==> src/rtl/regfile_write_arbiter.sv <==
// Round-robin arbiter sharing the register file write port between ALU writeback and memory
// load, with a registered write triple, read bypass and a saturating accepted-write counter.
module regfile_write_arbiter #(
  parameter int unsigned DATA_W = 32,
  parameter int unsigned ADDR_W = 5,
  parameter int unsigned CNT_W  = 16
) (
  input  logic              Clk,
  input  logic              Reset_n,
  input  logic              AluReq,
  input  logic [ADDR_W-1:0] AluRegNum,
  input  logic [DATA_W-1:0] AluData,
  output logic              AluGnt,
  input  logic              MemReq,
  input  logic [ADDR_W-1:0] MemRegNum,
  input  logic [DATA_W-1:0] MemData,
  output logic              MemGnt,
  output logic              WriteEn,
  output logic [ADDR_W-1:0] WriteRegNum,
  output logic [DATA_W-1:0] RegData,
  input  logic [ADDR_W-1:0] ReadRegNum1,
  input  logic [ADDR_W-1:0] ReadRegNum2,
  input  logic [DATA_W-1:0] ReadOut1,
  input  logic [DATA_W-1:0] ReadOut2,
  output logic [DATA_W-1:0] RdData1,
  output logic [DATA_W-1:0] RdData2,
  output logic [CNT_W-1:0]  WriteCount
);

  localparam logic PriAlu = 1'b0;
  localparam logic PriMem = 1'b1;
  localparam logic [CNT_W-1:0] CntMax = '1;

  logic              pri_q;
  logic              alu_elig, mem_elig;
  logic              alu_win, mem_win, any_win;
  logic [ADDR_W-1:0] win_reg;
  logic [DATA_W-1:0] win_data;

  // A side that was granted last cycle sits out one cycle, so the same request is never
  // accepted twice and the other side gets a chance.
  always_comb begin
    alu_elig = AluReq && !AluGnt;
    mem_elig = MemReq && !MemGnt;
    alu_win  = alu_elig && (!mem_elig || (pri_q == PriAlu));
    mem_win  = mem_elig && !alu_win;
    any_win  = alu_win || mem_win;
  end

  // Select only from the winning side so X on an idle requester never reaches the outputs.
  always_comb begin
    win_reg  = '0;
    win_data = '0;
    if (alu_win) begin
      win_reg  = AluRegNum;
      win_data = AluData;
    end else if (mem_win) begin
      win_reg  = MemRegNum;
      win_data = MemData;
    end
  end

  always_ff @(posedge Clk or negedge Reset_n) begin
    if (!Reset_n) begin
      pri_q       <= PriAlu;
      AluGnt      <= 1'b0;
      MemGnt      <= 1'b0;
      WriteEn     <= 1'b0;
      WriteRegNum <= '0;
      RegData     <= '0;
      WriteCount  <= '0;
    end else begin
      AluGnt  <= alu_win;
      MemGnt  <= mem_win;
      WriteEn <= any_win && (win_reg != '0);
      if (alu_win) begin
        pri_q <= PriMem;
      end else if (mem_win) begin
        pri_q <= PriAlu;
      end
      if (any_win) begin
        WriteRegNum <= win_reg;
        RegData     <= win_data;
        if (WriteCount != CntMax) begin
          WriteCount <= WriteCount + 1'b1;
        end
      end
    end
  end

  always_comb begin
    RdData1 = ReadOut1;
    RdData2 = ReadOut2;
    if (WriteEn && (WriteRegNum == ReadRegNum1) && (ReadRegNum1 != '0)) begin
      RdData1 = RegData;
    end
    if (WriteEn && (WriteRegNum == ReadRegNum2) && (ReadRegNum2 != '0)) begin
      RdData2 = RegData;
    end
  end

endmodule
==> config.mk <==
export PLATFORM = sky130hd
export DESIGN_NAME = regfile_write_arbiter
export DESIGN_NICKNAME = d
export VERILOG_FILES = /design/src/rtl/regfile_write_arbiter.sv
export SDC_FILE = /design/constraint.sdc
export NUM_CORES = 1
export LEC_CHECK = 0
export ABC_AREA = 1
export BUFFER_PORTS_ARGS = -buffer_cell sky130_fd_sc_hd__buf_2
export CAP_MARGIN = 10
export CORE_AREA = 2 2 105 107
export CTS_CLUSTER_DIAMETER = 100
export DETAILED_ROUTE_END_ITERATION = 10
export DIE_AREA = 0 0 107 109
export PLACE_DENSITY = 0.77
export SKIP_LAST_GASP = 1
export SLEW_MARGIN = 10
export SYNTH_ARGS = -nofsm -noshare
export SYNTH_HDL_FRONTEND = slang
export SYNTH_SLANG_ARGS = --single-unit
==> constraint.sdc <==
create_clock -name Clk -period 3.3 [get_ports Clk]
set_clock_uncertainty 0.2 [all_clocks]
set_input_delay 0.165 -clock Clk [delete_from_list [all_inputs] [get_ports Clk]]
set_output_delay 0.165 -clock Clk [all_outputs]
set_load 0.1 [all_outputs]
# Word-level counts from Yosys, hierarchy flattened
# Index checks and enable logic that the tools add are counted.
# word_totals
regBits,57
output_inout_bits,120
elab_cells,40
# op_classes
eq_ne,3
addsub,1
reduce_logical,20
n_mux,8
n_bitwise,1
# ops
cell,n
2-to-1 mux 32 bit,4
"adder 16 x 1 -> 16 bit, second input constant",1
"inequality test 16 bit, second input constant",1
nonzero test 5 bit,3
equality test 5 bit,2
2-to-1 mux 5 bit,2
logical AND 1 bit,9
logical NOT 1 bit,4
logical OR 1 bit,2
2-to-1 mux 1 bit,2
AND reduction 2 bit,1
nonzero test 2 bit,1
NOT 1 bit,1

# Logic depth before layout (Yosys ltp)
# Gate-level depths: netlist of the first run.
# depth
word_depth,11
mapped_depth,10

# Worst setup path before layout of the first run
# Ideal clock, no wire load.
# synth_path
kind,reg-to-output
from,register WriteRegNum[2]
to,output RdData2[10]
path_buffers,1
path_stages_with_launch,10
t_arrival_ps,2541
setup_slack_ps,394
cell_sequence,dfrtp_1 > inv_1 > nand2_1 > nand2_1 > nor2_1 > nand2_1 > nor2_1 > buf_2 > nand2_1 > nand2_1
# synth_via
elab_chain_cells,4
# synth_lines
item,line_no,text
from (decl),19,"output logic [ADDR_W-1:0] WriteRegNum,"
from (signal assigned),82,WriteRegNum <= win_reg;
equality test 5 bit,97,if (WriteEn && (WriteRegNum == ReadRegNum2) && (ReadRegNum2 != '0)) begin
logical AND 1 bit (2 in series),97,
2-to-1 mux 32 bit,97,
to (decl),26,"output logic [DATA_W-1:0] RdData2,"
# No other way between the ends.

# Worst setup path after layout of the first run
# layout_path
from,register WriteRegNum[3]
to,output RdData1[24]
# layout_via
elab_chain_cells,4
# layout_lines
item,line_no,text
equality test 5 bit,94,if (WriteEn && (WriteRegNum == ReadRegNum1) && (ReadRegNum1 != '0)) begin
logical AND 1 bit (2 in series),94,
2-to-1 mux 32 bit,94,
to (decl),25,"output logic [DATA_W-1:0] RdData1,"
# No other way between the ends.

==> metrics.cfg, run 1 <==
[synth]
synth_fp_nets=786
synth-xor-area-share=0.0157
synth.distinct_cells=25
syn_area_per_cell_um2=6.17
yosysMostFrequentCell=nand2_1
yosys_warnings=0
synthCells=633
synth-seq-area-share=0.365
yosys.area.top_type=dfrtp_1
async_flop_share=1.00
synth_mux_area_frac=0
synth_top_flop_cell=dfrtp_1
synth-edff-count=0
synth_top_family_by_area=simple AND/OR/NAND/NOR gates
yosys-top-cells-area=dfrtp_1 37%, nand2_1 36%, nand4_1 6.1%
synthSimpleGateAreaFrac=0.524
synth_compound_area_frac=0.0237
ys_seq_elements=57
ys_top_cells_by_count=373 x nand2_1, 57 x dfrtp_1, 45 x nand3_1
yosys.area_share.adder=0.00321
synth_top_area_share=0.365
syn_area_um2=3900

[clock_tree]
cts_tree=done
clockBufferDepth=2
h-tree-depth=3
cts-buffers-inserted=9
post-cts-setup-buffers=0
cts_sinks=57
post_cts_resized=0
root_buffer=clkbuf_8
clkTransAtPathRegs_ns=0.07
clock_latency_ns=0.33

[timing]
finalCritPeriodShare=0.873
rsz0062_at_grt=no
setup_viol=0
setup_slack_ns=0.420
relSlewSlack=0.537
hold_viol_final=0
whs_ns=0.0448
slew_viol_final=0
worstMarginPinSlew_ns=0.694
min_period_ns=2.88
finalSetupTns_ns=0
clock.fmax_ghz=0.347

[worst_setup_path]
path_class=flop to output port
cp.arrival_ns=2.51
cp_max_fo=19
worstPathRequired_ns=2.93
start_kind=flop
r2r_cells=8
critPathCaptureType=output port

[global_route]
grt_max_degree=38
grt_overflow=0
grt_pass1_vias=4908
grtUsageTotal=0.256
grt_pass1_wl_mm=23.6
antenna_found_initial=1

[place]
placed_cell_area_um2=5380
dp_slack_ns=0.816
dp.cells=1023
hpwl_mm=11.2
io_buffers=271
place.gp.congestion=0.825

[cells_and_area]
post-route-cell-area_um2=6340
area_growth_pct=62.5
fin_util=0.598
final_cells=1115
final_layout_size_suffix_gt1_frac=0.315
multiInputGateArea_um2=2220
fillers=1022
layout.nets=1122
seqCellArea_um2=1430

[pwr]
power_mw=4.75
vdd_drop_max_mv=0.912
p_per_area_nw_per_um2=749
leakagePower_nw=3.72

[hold_path]
holdPathStages=5
min_path_type=primary input to flop

[floorplan]
ios=272
design.core.area_um2=10600
start_util=0.368
dieWidth_um=107
fp.dieH_um=109
placementRows=38
die_area_um2=11700

[flow_run]
cap_violations=0

[drt]
drt_wl_total_mm=15.8
antenna_left=0
dr.pass1.iters=5
vias=5442
wl_per_cell_um=14.1
via_per_inst=4.88
first_iter_violations=534
drc=0

[run_status]
status=complete, no violations

[worst paths after layout]
path	start	slack, ns	endpoint
max	WriteRegNum[3]	0.42	RdData1[24]
min	MemRegNum[4]	0.04	WriteEn
max reg2reg	MemGnt	0.81	RegData[15]
min reg2reg	pri_q	0.34	pri_q
max in group asynchronous	Reset_n	1.90	RegData[8]
min in group asynchronous	Reset_n	0.13	RegData[27]
[layout make-up]
| cell class | count | share of cell area |
|---|---|---|
| tap | 140 | 0.0276 |
| sequential | 57 | 0.225 |
| timing repair buffer | 354 | 0.344 |
| multi-input combinational | 512 | 0.350 |
| clock buffer | 14 | 0.0272 |
| inverter | 35 | 0.0207 |
| antenna | 1 | 0.000394 |
| clock inverter | 2 | 0.00552 |
[registers in the layout, indices dropped and copies added, names as in the netlist]
register,flops
WriteCount,16
pri_q,1
WriteRegNum,5
MemGnt,1
RegData,32
AluGnt,1
WriteEn,1
[critical path, stage by stage (launching register included)]
cell and delay (ns):
dfrtp_1 0.42, inv_2 0.07, nand2_1 0.06, nand2_1 0.09, nor3_4 0.53, buf_4 0.35, nand4_1 0.13, nand2_1 0.09
buf_2 0.42
[metal layers]
metal / share of wire / up-vias / global-route usage
met4: 0.021 / 0 / 0.103
met1: 0.40 / 2495 / 0.311
met2: 0.50 / 249 / 0.453
met5: 0 / - / 0
met3: 0.073 / 31 / 0.0442
li1: - / 2667 / -
[cells in the final DEF (no fill, tap or decap), drive strengths merged]
cell / instances
ha: 1
buf: 279
nand2: 376
o211ai: 4
nand3b: 1
bufinv: 1
nand4: 38
inv: 35
nor2: 28
dfrtp: 57
nor3: 1
dlygate4sd3: 75
o22ai: 1
a21oi: 1
nand3: 46
clkbuf: 14
xnor2: 7
o21ai: 8
clkinv: 1
diode: 1
[kinds of logic (layout without fill, tap and decap cells)]
logic type	count (synthesis)	in the layout
compound gates	14	14
xor+xnor	7	7
simple gates	490	490
fa+ha+maj	1	1
other cells	0	1
buf+inv	64	405
flops	57	57
[report_power, final]
part           leakage [nW]  switching [mW]  internal (mW)
registers             0.717           0.201          0.851
logic                  2.89            2.42          0.595
clock network         0.107           0.277          0.410
total                  3.72            2.89           1.86
[what timing repair did]
item                                   in CTS  in global routing
hold buffers                               75                  0
setup endpoints to repair                   0                  0
endpoints found under the hold margin      61                  0
Note: power is estimated with default switching activity, not from simulation.
==> inputs of run 2 (changes only) <==
--- a/config.mk
+++ b/config.mk
@@ -8,11 +8,11 @@
 export ABC_AREA = 1
 export BUFFER_PORTS_ARGS = -buffer_cell sky130_fd_sc_hd__buf_2
 export CAP_MARGIN = 10
-export CORE_AREA = 2 2 105 107
+export CORE_AREA = 2 2 106 108
 export CTS_CLUSTER_DIAMETER = 100
 export DETAILED_ROUTE_END_ITERATION = 10
-export DIE_AREA = 0 0 107 109
-export PLACE_DENSITY = 0.77
+export DIE_AREA = 0 0 108 110
+export PLACE_DENSITY = 0.76
 export SKIP_LAST_GASP = 1
 export SLEW_MARGIN = 10
 export SYNTH_ARGS = -nofsm -noshare
==> constraint.sdc (replaced) <==
create_clock -name Clk -period 3.26 [get_ports Clk]
set_clock_uncertainty 0.2 [all_clocks]
set_input_delay 0.163 -clock Clk [delete_from_list [all_inputs] [get_ports Clk]]
set_output_delay 0.163 -clock Clk [all_outputs]
set_load 0.1 [all_outputs]
==> run 2 against run 1 <==
  * Flip-flop and latch count did not move
  * Core utilization is 0.61 points lower
  * Hold slack improved by 0.0034 ns
  * Via count shrank 0.26%
  * Setup slack improved by 0.049 ns
  * Critical endpoint is now RdData1[21]
==> metrics.cfg, run 2 (synthesized netlist as in run 1, its figures left out) <==
[clock_tree]
h-tree-depth=3  ; unchanged
hold_buffers=76  ; +1.3%
cts_tree=done
post-cts-setup-buffers=0  ; unchanged
post_cts_resized=0  ; unchanged
clkTransAtPathRegs_ns=0.08  ; about the same
cts_sinks=57  ; unchanged
cts-buffers-inserted=9  ; unchanged
root_buffer=clkbuf_8
clock_latency_ns=0.33  ; about the same
clockBufferDepth=2  ; unchanged

[drt]
drt_wl_total_mm=16.4  ; +3.7%
drc=0  ; unchanged
wl_per_cell_um=14.6  ; +3.5%
via_per_inst=4.86  ; -0.52%
first_iter_violations=538  ; +0.75%
antenna_left=0  ; unchanged
dr.pass1.iters=8  ; +3
vias=5428  ; -0.26%

[pwr]
clockPowerShare=0.140  ; -0.005
switching_power_mw=2.96  ; +2.4%
combPwrFrac=0.636  ; +0.002
vdd_drop_max_mv=0.812  ; -11%
pwr-share-seq=0.224  ; +0.003
swShare=0.618  ; +0.00844
power_mw=4.80  ; +0.98%
p_per_area_nw_per_um2=757  ; +1.1%
intPower_mw=1.83  ; -1.2%
leakagePower_nw=3.70  ; -0.40%

[flow_run]
cap_violations=0  ; unchanged

[timing]
setup_viol=0  ; unchanged
clock.fmax_ghz=0.358
finalSetupTns_ns=0  ; unchanged
setup_slack_ns=0.470  ; +0.0490 ns
slew_viol_final=0  ; unchanged
relSlewSlack=0.434  ; -0.103
rsz0062_at_grt=no
worstMarginPinSlew_ns=0.850  ; +0.156 ns
hold_viol_final=0  ; unchanged
min_period_ns=2.79
whs_ns=0.0483  ; +0.00344 ns
finalCritPeriodShare=0.856

[worst_setup_path]
critPathCaptureType=output port
crit_buf_inv=3  ; unchanged
cp_max_fo=23  ; +4
cp.depth=8  ; unchanged
worst_path_max_delay_cell=buf_2
r2r_cells=9  ; +1
max_stage_delay_ns=0.43  ; -0.10 ns
worstPathRequired_ns=2.90  ; -0.03 ns
cp.arrival_ns=2.43  ; -0.08 ns
start_kind=flop
crit_family=buffers and inverters
crit_chain=inv_1 -> nand2_1 -> nand2_1 -> nor2_2 -> buf_4 -> nand4_1 -> nand2_1 -> buf_2
path_class=flop to output port
crit_top_cell=nand2_1

[cells_and_area]
layout_commonest_cell=nand2_1
area_growth_pct=62.3
final_layout_size_suffix_gt1_frac=0.316  ; +0.000702
fin_util=0.592  ; -0.00614
reg_top3=RegData: 32 flops, WriteCount: 16 flops, WriteRegNum: 5 flops
post-route-cell-area_um2=6330  ; -0.14%
final_cells=1118  ; +0.27%
layout.nets=1123  ; +0.089%
final_cell_mix=373 x nand2_1, 271 x buf_2, 76 x dlygate4sd3_1
multiInputGateArea_um2=2220  ; unchanged
seqCellArea_um2=1430  ; unchanged
fillers=1066  ; +4.3%
largest_reg_flops=32  ; unchanged
regMostFlops=RegData

[global_route]
grt_pass1_wl_mm=24.2  ; +2.6%
grt_pass1_vias=4905  ; -0.061%
antenna_found_initial=2  ; +1
grt_max_degree=38  ; unchanged
grt_overflow=0  ; unchanged
grtUsageTotal=0.260  ; +0.00358

[run_status]
status=complete, no violations

[place]
hpwl_mm=11.5  ; +2.5%
dp.cells=1023  ; unchanged
io_buffers=271  ; unchanged
dp_slack_ns=0.873  ; +0.0565 ns
placed_cell_area_um2=5370  ; -0.23%
place.gp.congestion=0.866  ; +5.0%

[floorplan]
fp.dieH_um=110  ; +0.92%
ios=272  ; unchanged
die_area_um2=11900  ; +1.9%
design.core.area_um2=10700  ; +0.90%
start_util=0.365  ; -0.00327
dieWidth_um=108  ; +0.93%
placementRows=38  ; unchanged

[hold_path]
min_path_type=primary input to flop
holdPathStages=5  ; unchanged

-- run 2: cell types whose count changed in the layout (fill, tap and decap cells not counted) --
cell	previous run	this run
dlygate4sd3_1	75	76
buf_4	7	8
clkbuf_1	2	1
clkinvlp_4	0	2
diode_2	1	3
clkinv_2	1	2
buf_12	1	0
clkbuf_8	12	10
-- run 2: tightest hold or removal path: stages --
cell and delay [ns]:
buf_2 0.09, inv_1 0.04, nor2_1 0.06, o21ai_0 0.15, inv_1 0.04
-- run 2: power groups by stage --
| stage | Sequential [mW] | Combinational (mW) | Clock, mW |
|---|---|---|---|
| 5_1_grt | 1.09 | 3.19 | 0.729 |
| 3_5_place_dp | 1.08 | 2.84 | 0 |
| 6_report | 1.07 | 3.05 | 0.673 |
| 2_1_floorplan | 2.12 | 1.23 | 0 |
| 4_1_cts | 1.06 | 3.04 | 0.691 |
| 3_3_place_gp | 1.07 | 2.83 | 0 |
-- run 2: final timing paths --
check	startpoint	to	slack [ns]
hold / removal	AluReq	pri_q	0.05
setup / recovery	WriteRegNum[1]	RdData1[21]	0.47
hold reg to reg	pri_q	pri_q	0.32
min in group asynchronous	Reset_n	RegData[27]	0.26
setup reg to reg	MemGnt	RegData[19]	0.63
max in group asynchronous	Reset_n	RegData[3]	1.77
-- run 2: layer usage --
layer  vias up  wire length (µm)  global-route usage
met4         0               471               0.118
li1       2674                 -                   -
met2       272              8160               0.454
met1      2446              6370               0.304
met5         -                 0                   0
met3        36              1350              0.0606
-- run 2: cell type report --
| cell class | count | share of cell area |
|---|---|---|
| multi-input cells | 512 | 0.351 |
| diodes | 3 | 0.00119 |
| inverters | 35 | 0.0207 |
| flip-flops and latches | 57 | 0.225 |
| well taps | 140 | 0.0277 |
| clock buffers | 11 | 0.0223 |
| repair buffers | 355 | 0.344 |
| clock inverters | 5 | 0.00869 |
